**config.mk**
```make
export PLATFORM = sky130hd
export DESIGN_NAME = zbus_arbiter_flat
export DESIGN_NICKNAME = d
export VERILOG_FILES = /design/src/rtl/zbus_arbiter_if.sv /design/src/rtl/zbus_arbiter.sv /design/src/flat_wrapper.sv
export SDC_FILE = /design/constraint.sdc
export NUM_CORES = 1
export LEC_CHECK = 0
export BUFFER_PORTS_ARGS = -buffer_cell sky130_fd_sc_hd__buf_2
export CAP_MARGIN = 30
export CORE_MARGIN = 1
export CORE_UTILIZATION = 47
export CTS_CLUSTER_DIAMETER = 200
export DETAILED_ROUTE_END_ITERATION = 6
export PLACE_DENSITY_LB_ADDON = 0.2
export SLEW_MARGIN = 20
export SYNTH_ARGS = -nofsm -noshare
export SYNTH_HDL_FRONTEND = slang
export SYNTH_SLANG_ARGS = --single-unit
```
**constraint.sdc**
```tcl
create_clock -name zbus_clk -period 5.05 [get_ports zbus_clk]
set_clock_uncertainty 0.05 [all_clocks]
set_input_delay 0.2525 -clock zbus_clk [delete_from_list [all_inputs] [get_ports zbus_clk]]
set_output_delay 0.2525 -clock zbus_clk [all_outputs]
set_load 0.01 [all_outputs]
```
**src/rtl/zbus_arbiter_if.sv**
```systemverilog
// rtl/zbus_arbiter_if.sv - grouped requester-side and output-side zbus signals for the arbiter
interface zbus_arbiter_if #(
    parameter int BW = 8,
    parameter int PN = 4,
    parameter int SW = (PN > 1) ? $clog2(PN) : 1
);
    logic [PN-1:0]    zi_vld;
    logic [PN*BW-1:0] zi_bus;
    logic [PN-1:0]    zi_lst;
    logic [PN-1:0]    zi_ack;
    logic             zo_vld;
    logic [BW-1:0]    zo_bus;
    logic             zo_lst;
    logic [SW-1:0]    zo_sel;
    logic             zo_ack;
    logic             zo_bsy;

    // arbiter side
    modport slave (
        input  zi_vld, zi_bus, zi_lst, zo_ack,
        output zi_ack, zo_vld, zo_bus, zo_lst, zo_sel, zo_bsy
    );

    // requesters plus downstream sink
    modport master (
        output zi_vld, zi_bus, zi_lst, zo_ack,
        input  zi_ack, zo_vld, zo_bus, zo_lst, zo_sel, zo_bsy
    );
endinterface

```
**src/rtl/zbus_arbiter.sv**
```systemverilog
// rtl/zbus_arbiter.sv - round-robin packet-locking zbus arbiter with registered output stage
module zbus_arbiter #(
    parameter int BW = 8,
    parameter int PN = 4,
    parameter int SW = (PN > 1) ? $clog2(PN) : 1
) (
    input  logic          zbus_clk,
    input  logic          zbus_rst,
    zbus_arbiter_if.slave zb
);
    localparam logic [SW:0]   PN_W = (SW+1)'(PN);
    localparam logic [SW-1:0] LAST = SW'(PN - 1);

    typedef enum logic {S_IDLE, S_LOCK} state_t;

    state_t        state_q, state_d;
    logic [SW-1:0] rpt_q, rpt_d;
    logic [SW-1:0] own_q, own_d;
    logic          zo_vld_q, zo_vld_d;
    logic [BW-1:0] zo_bus_q, zo_bus_d;
    logic          zo_lst_q, zo_lst_d;
    logic [SW-1:0] zo_sel_q, zo_sel_d;

    logic          ld_ok;
    logic          scan_hit;
    logic [SW-1:0] scan_sel;
    logic [SW:0]   sum;
    logic [SW-1:0] sel;
    logic          req;
    logic          xfer;
    logic [PN-1:0] ack;
    logic [BW-1:0] beat_bus;
    logic          beat_lst;
    logic [SW-1:0] sel_inc;

    // Pick the granted requester: rotating priority scan when idle, the owner when locked.
    // The scan wraps modulo PN so non-power-of-two port counts never see phantom indices.
    always_comb begin
        ld_ok    = ~zo_vld_q | zb.zo_ack;
        scan_hit = 1'b0;
        scan_sel = '0;
        sum      = '0;
        for (int k = 0; k < PN; k++) begin
            sum = {1'b0, rpt_q} + (SW+1)'(k);
            if (sum >= PN_W) begin
                sum = sum - PN_W;
            end
            if (!scan_hit && zb.zi_vld[sum[SW-1:0]]) begin
                scan_hit = 1'b1;
                scan_sel = sum[SW-1:0];
            end
        end
        if (state_q == S_LOCK) begin
            sel = own_q;
            req = zb.zi_vld[own_q];
        end else begin
            sel = scan_sel;
            req = scan_hit;
        end
        xfer = ~zbus_rst & req & ld_ok;
        ack  = '0;
        if (xfer) begin
            ack[sel] = 1'b1;
        end
        beat_bus = zb.zi_bus[int'(sel)*BW +: BW];
        beat_lst = zb.zi_lst[sel];
        sel_inc  = (sel == LAST) ? '0 : sel + 1'b1;
    end

    // Next state: a moving beat refills the output register and advances lock/pointer;
    // a drain with nothing new only clears valid so the data fields keep their last value.
    always_comb begin
        state_d  = state_q;
        rpt_d    = rpt_q;
        own_d    = own_q;
        zo_vld_d = zo_vld_q;
        zo_bus_d = zo_bus_q;
        zo_lst_d = zo_lst_q;
        zo_sel_d = zo_sel_q;
        if (xfer) begin
            zo_vld_d = 1'b1;
            zo_bus_d = beat_bus;
            zo_lst_d = beat_lst;
            zo_sel_d = sel;
            if (beat_lst) begin
                state_d = S_IDLE;
                rpt_d   = sel_inc;
            end else begin
                state_d = S_LOCK;
                own_d   = sel;
            end
        end else if (zb.zo_ack) begin
            zo_vld_d = 1'b0;
        end
    end

    // State, pointer and output register; reset drops any held beat and releases the lock.
    always_ff @(posedge zbus_clk) begin
        if (zbus_rst) begin
            state_q  <= S_IDLE;
            rpt_q    <= '0;
            own_q    <= '0;
            zo_vld_q <= 1'b0;
            zo_bus_q <= '0;
            zo_lst_q <= 1'b0;
            zo_sel_q <= '0;
        end else begin
            state_q  <= state_d;
            rpt_q    <= rpt_d;
            own_q    <= own_d;
            zo_vld_q <= zo_vld_d;
            zo_bus_q <= zo_bus_d;
            zo_lst_q <= zo_lst_d;
            zo_sel_q <= zo_sel_d;
        end
    end

    assign zb.zi_ack = ack;
    assign zb.zo_vld = zo_vld_q;
    assign zb.zo_bus = zo_bus_q;
    assign zb.zo_lst = zo_lst_q;
    assign zb.zo_sel = zo_sel_q;
    assign zb.zo_bsy = (state_q == S_LOCK);
endmodule
```
**src/flat_wrapper.sv**
```systemverilog
// flat-port wrapper written by rule: the top's interface ports become plain ports
module zbus_arbiter_flat 
#(
    parameter int BW = 8,
    parameter int PN = 4,
    parameter int SW = (PN > 1) ? $clog2(PN) : 1
)
  (zbus_clk, zbus_rst, zb_zi_vld, zb_zi_bus, zb_zi_lst, zb_zo_ack, zb_zi_ack, zb_zo_vld, zb_zo_bus, zb_zo_lst, zb_zo_sel, zb_zo_bsy);
  zbus_arbiter_if #(.BW(BW), .PN(PN), .SW(SW)) zb_i ();
  input  logic zbus_clk;
  input  logic zbus_rst;
  input wire logic [$bits(zb_i.zi_vld)-1:0] zb_zi_vld;
  input wire logic [$bits(zb_i.zi_bus)-1:0] zb_zi_bus;
  input wire logic [$bits(zb_i.zi_lst)-1:0] zb_zi_lst;
  input wire logic [$bits(zb_i.zo_ack)-1:0] zb_zo_ack;
  output wire logic [$bits(zb_i.zi_ack)-1:0] zb_zi_ack;
  output wire logic [$bits(zb_i.zo_vld)-1:0] zb_zo_vld;
  output wire logic [$bits(zb_i.zo_bus)-1:0] zb_zo_bus;
  output wire logic [$bits(zb_i.zo_lst)-1:0] zb_zo_lst;
  output wire logic [$bits(zb_i.zo_sel)-1:0] zb_zo_sel;
  output wire logic [$bits(zb_i.zo_bsy)-1:0] zb_zo_bsy;
  assign zb_i.zi_vld = zb_zi_vld;
  assign zb_i.zi_bus = zb_zi_bus;
  assign zb_i.zi_lst = zb_zi_lst;
  assign zb_i.zo_ack = zb_zo_ack;
  assign zb_zi_ack = zb_i.zi_ack;
  assign zb_zo_vld = zb_i.zo_vld;
  assign zb_zo_bus = zb_i.zo_bus;
  assign zb_zo_lst = zb_i.zo_lst;
  assign zb_zo_sel = zb_i.zo_sel;
  assign zb_zo_bsy = zb_i.zo_bsy;
  zbus_arbiter #(.BW(BW), .PN(PN), .SW(SW)) u_core (.zbus_clk(zbus_clk), .zbus_rst(zbus_rst), .zb(zb_i));
endmodule
```
## Word-level counts from Yosys, hierarchy flattened

Index checks and enable logic that the tools add are counted.

- $add $sub $neg: 8
- $lt $le $gt $ge: 11
- Equal/unequal tests: 1
- Shift-type cells: 1
- Muxes and demuxes: 33
- Bitwise operators: 6
- Reductions and logical operators: 10

Operators by type and width:

| kind | number |
|---|---|
| 32-bit by 6-bit indexed part select with 8-bit output | 1 |
| 2-bit two-way mux | 10 |
| 2-bit by 3-bit less-than comparator with 1-bit output (second input constant) | 6 |
| 1-bit two-way mux | 15 |
| 1-bit binary-select mux with 2-bit select | 6 |
| 3-bit >= comparator (second input constant) | 3 |
| 2-bit by 1-bit subtractor with 2-bit output (second input constant) | 4 |
| 2-bit by 2-bit adder with 3-bit output (second input constant) | 2 |
| 1-bit logical AND | 4 |
| 4-bit two-way mux | 1 |
| 2-bit AND reduction | 2 |
| 2-bit by 1-bit adder with 3-bit output (second input constant) | 1 |
| 2-bit by 3-bit >= comparator with 1-bit output (second input constant) | 1 |
| 1-bit zero test | 3 |
| 1-bit NOT | 3 |
| 2-bit by 1-bit adder with 2-bit output (second input constant) | 1 |
| 1-bit bitwise AND | 2 |
| 1-bit demux with 2-bit select | 1 |
| 2-bit == test (second input constant) | 1 |
| 2-bit by 1-bit >= comparator with 1-bit output (second input constant) | 1 |
| 2-bit nonzero test | 1 |
| 1-bit bitwise OR | 1 |

- Register bits after elaboration: 17
- Output and inout bits: 17
- Logic and storage cells: 77

## Logic depth before layout (Yosys ltp)

- Word-level depth: 20
- Gate-level depth with buffers: 9
- Depth with buffers taken out: 8

## Least setup slack after synthesis

Ideal clock, no wire load.

- Path kind: register to output
- Start point: reg u_core.state_q, in the netlist u_core.zb.zo_bsy
- End point: out zb_zi_ack[1]
- Arrival: 1726 ps
- Data required time: 4748 ps
- Setup slack: 3022 ps
- Cell stages (with the launch flop): 7
- Buffers on the path: 2
- Cells stage by stage: dfxtp_1 clkbuf_1 inv_1 a31o_2 nor3_2 clkbuf_1 and2_1

- Longest elaborated chain between the ends: 6
- Elaborated cells on any way between the ends: 10
- Classes of those cells: order compare (2); mux (5); bitwise (2); reduce/logical (1)

RTL lines:

| element | line | source |
|---|---|---|
| from (decl) | zbus_arbiter.sv:16 | `state_t state_q, state_d;` |
| from (signal assigned) | zbus_arbiter.sv:108 | `state_q <= state_d;` |
| 2-bit two-way mux | zbus_arbiter.sv:53 | `if (state_q == S_LOCK) begin` |
| 2-bit by 3-bit less-than comparator with 1-bit output (implied by the code) / 2-bit by 1-bit >= comparator with 1-bit output (equally long branches) | zbus_arbiter.sv:63 | `ack[sel] = 1'b1;` |
| 1-bit logical AND (implied by the code) | zbus_arbiter.sv:63 |  |
| 1-bit two-way mux (implied by the code) | zbus_arbiter.sv:63 |  |
| 1-bit demux with 2-bit select | - |  |
| 4-bit two-way mux (*) | zbus_arbiter.sv:62 | `if (xfer) begin` |
| to (decl) | flat_wrapper.sv:16 | `output wire logic [$bits(zb_i.zi_ack)-1:0] zb_zi_ack;` |

Mark *: on every way between the ends. The rest lies on a longest branch, timed or not.

## Final worst setup path

- Start point: reg u_core.own_q[0]
- End point: out zb_zi_ack[3]

- Longest elaborated chain between the ends: 6
- Elaborated cells on any way between the ends: 12
- Classes of those cells: order compare (2); mux (7); bitwise (2); reduce/logical (1)

RTL lines:

| element | line | source |
|---|---|---|
| from (decl) | zbus_arbiter.sv:18 | `logic [SW-1:0] own_q, own_d;` |
| from (signal assigned) | zbus_arbiter.sv:110 | `own_q <= own_d;` |
| 2-bit two-way mux / 1-bit binary-select mux with 2-bit select (equally long branches) | zbus_arbiter.sv:53, zbus_arbiter.sv:55 |  |
| 2-bit by 3-bit less-than comparator with 1-bit output (implied by the code), or another cell as far along | zbus_arbiter.sv:63 |  |
| 1-bit logical AND (implied by the code) / 1-bit two-way mux (equally long branches) | zbus_arbiter.sv:63, zbus_arbiter.sv:53 |  |
| 1-bit two-way mux (implied by the code) / 1-bit bitwise AND (equally long branches) | zbus_arbiter.sv:63, zbus_arbiter.sv:60 |  |
| 1-bit demux with 2-bit select / 1-bit bitwise AND (equally long branches) | - |  |
| 4-bit two-way mux (*) | zbus_arbiter.sv:62 |  |

Mark *: on every way between the ends. The rest lies on a longest branch, timed or not. The select of a mux whose other input is x is not followed.

==> impl_metrics.py <==
metrics = {
    "timing": {
        "fmax_ghz": 0.393,
        "hold-worst-slack_ns": 0.216,
        "setup_viol": 0,
        "finalHoldViolations": 0,
        "fin_crit_sh_pct": 50.3,
        "fin_ws_ns": 2.51,
        "max_slew.worst_pin.slew_ns": 0.567,
        "period_needed_ns": 2.54,
        "setup_tns_ns": 0,
        "rsz0062_at_grt": "false",
        "slew_headroom_pct": 62.0,
        "report.final.slew_viol_count": 0,
    },
    "cts": {
        "path_clk_slew_ns": 0.11,
        "cts_setup_buffers": 0,
        "cts-resized-gates": 0,
        "cts_buffers": 3,
        "root_buffer": "clkbuf_4",
        "clkLatencyLatePin_ns": 0.30,
        "htreeDepth": 1,
        "cts_tree": "yes",
        "clockBufferDepth": 2,
        "ctsHoldBuffers": 0,
        "cts.sinks": 17,
    },
    "floorplan": {
        "start_util_pct": 49.6,
        "io_pins": 60,
        "core-area_um2": 2190,
        "die_area_um2": 2510,
        "die_width_um": 50.1,
        "die_h_um": 50.1,
        "rows": 17,
    },
    "synthesis": {
        "syn_inst": 120,
        "synth-seq-cells": 17,
        "synth_seq_area_share_pct": 31.3,
        "yosysWarnings": 0,
        "synthFlopType": "dfxtp_1",
        "synth_cell_type_count": 32,
        "synth_async_sr_flop_share_pct": 0,
        "avgSynthCellArea_um2": 9.05,
        "synth_edf_count": 0,
        "netlist_area_um2": 1090,
        "synth_nets": 167,
    },
    "setup_path": {
        "worstReg2RegEnd": "u_core.rpt_q[1]",
        "r2r_slack_ns": 2.81,
        "criticalPathCategory": "flip-flop to primary output",
        "reg2reg_depth": 7,
        "crit_arrival_ns": 2.24,
        "worstSetupEndpointType": "primary output",
        "cp_max_fo": 10,
        "rr_startpoint": "u_core.rpt_q[0]",
        "cp-start-kind": "flip-flop",
        "cp.required_ns": 4.75,
    },
    "grt": {
        "grtUsageTotal_pct": 22.7,
        "use_met2_pct": 40.9,
        "grt_antenna_before_repair": 0,
        "grt_max_degree": 20,
        "gr-usage-met3_pct": 3.70,
        "grt_pass1_wl_um": 4330,
        "gr-total-overflow": 0,
        "grt_use_met1_pct": 26.9,
        "top_usage_layer": "met2",
        "grt_pass1_vias": 1039,
    },
    "placement": {
        "io_buffers": 59,
        "place_congestion": 0.831,
        "place_inst": 201,
        "detailed_place_hpwl_um": 2040,
        "dp_worst_setup_slack_ns": 2.62,
    },
    "final_layout": {
        "drive_above_1_share_pct": 44.9,
        "final_common_cell": "buf_2",
        "area_growth_pct": 30.8,
        "fill_cells": 195,
        "final_cell_mix": "59 x buf_2, 20 x nand2_1, 17 x dfxtp_1",
        "fin_cells": 206,
        "diodes": 0,
        "final_nets": 226,
    },
    "power": {
        "p_leak_nw": 0.673,
        "p_total_mw": 0.599,
        "ir_worst_vdd_mv": 0.296,
        "p_per_area_nw_per_um2": 422,
    },
    "min_path": {
        "min_from": "zb_zo_ack",
        "hold_end": "u_core.zb.zo_vld",
        "min_path_cells": 4,
        "hold_class": "input pin to flip-flop",
    },
    "route": {
        "first_pass_iters": 4,
        "vias": 1112,
        "ant_nets": 0,
        "drc_errors": 0,
        "routed_via_density": 5.40,
        "wl_um": 2690,
        "avgRoutedWirePerCell_um": 13.0,
        "drtIter0Drc": 27,
    },
    "outcome": {
        "status": "finished clean",
    },
    "run": {
        "cap_violations": 0,
    },
}
==> cell type report <==
| cell class | instances | area (um^2) | area share [%] |
|---|---|---|---|
| Clock buffer | 4 | 26.3 | 1.85 |
| Sequential cell | 17 | 340 | 24.0 |
| Tap cell | 28 | 35.0 | 2.47 |
| Multi-Input combinational cell | 91 | 693 | 48.8 |
| Inverter | 6 | 22.5 | 1.59 |
| Timing Repair Buffer | 60 | 303 | 21.3 |
==> sequential cells by signal, indices dropped and copies added (netlist names) <==
name,cells
u_core.own_q,2
u_core.rpt_q,2
u_core.zb.zo_bsy,1
u_core.zb.zo_bus,8
u_core.zb.zo_lst,1
u_core.zb.zo_sel,2
u_core.zb.zo_vld,1
==> where the power goes <==
| group | internal [mW] | total [mW] | switching, mW |
|---|---|---|---|
| Combinational | 0.162 | 0.330 | 0.168 |
| Clock | 0.0307 | 0.0770 | 0.0462 |
| Sequential | 0.165 | 0.193 | 0.0276 |
| Total | 0.358 | 0.599 | 0.242 |
==> through the flow <==
stage / cell area (um^2) / util [%]
final: 1420 / 64.8
after floorplan: 1090 / -
after CTS: 1410 / 64.5
after global placement: 1390 / 63.3
after global routing: 1420 / 64.8
after detailed placement: 1390 / 63.3
==> synthesized netlist by cell type, types with 2 or more instances <==
| master | number | share of area [%] |
|---|---|---|
| a21oi_1 | 10 | 4.6 |
| nor2_1 | 9 | 3.1 |
| clkbuf_1 | 5 | 1.7 |
| nand2_1 | 20 | 6.9 |
| inv_1 | 3 | 1.0 |
| or3_1 | 2 | 1.2 |
| o21ai_0 | 5 | 2.3 |
| a211oi_1 | 3 | 2.1 |
| inv_2 | 3 | 1.0 |
| nor2b_1 | 5 | 2.9 |
| a211o_1 | 2 | 1.6 |
| ha_1 | 4 | 4.6 |
| and2_1 | 5 | 2.9 |
| dfxtp_1 | 17 | 31 |
| mux4_2 | 9 | 19 |
| nand3_1 | 2 | 0.92 |
==> worst max path at each step <==
| stage | from | to | slack [ns] | depth (start not counted) |
|---|---|---|---|---|
| 2_1_floorplan | u_core.zb.zo_bsy | zb_zi_ack[1] | 3.02 | 6 |
| 3_3_place_gp | u_core.own_q[0] | u_core.rpt_q[1] | 2.71 | 6 |
| 3_5_place_dp | u_core.own_q[0] | u_core.rpt_q[1] | 2.62 | 6 |
| 4_1_cts | u_core.own_q[0] | zb_zi_ack[3] | 2.37 | 6 |
| 5_1_grt | u_core.rpt_q[0] | zb_zi_ack[2] | 2.36 | 8 |
| 6_report | u_core.own_q[0] | zb_zi_ack[3] | 2.51 | 7 |
==> cells by family after synthesis <==
kind of cell             synth area share (%)
AO/OA/AOI/OAI                            17.5
adder cells (fa/ha/maj)                  4.61
buffers and inverters                    4.84
flip-flops                               31.3
multiplexers                             20.6
AND/OR/NAND/NOR                          21.1
==> layer usage <==
metal | part of all wire [%] | wire (um)
met1 | 42 | 1130
met2 | 52 | 1400
met3 | 4.7 | 126
met4 | 1.2 | 31
met5 | 0 | 0
==> worst max-delay path, stage by stage (launching register included) <==
cell and delay (ns):
dfxtp_1 0.36, mux4_2 0.33, nor2_1 0.04, a31o_2 0.23
nor3_2 0.44, buf_4 0.27, and2_1 0.15, buf_2 0.13
Power figures use the tool's default switching activity.
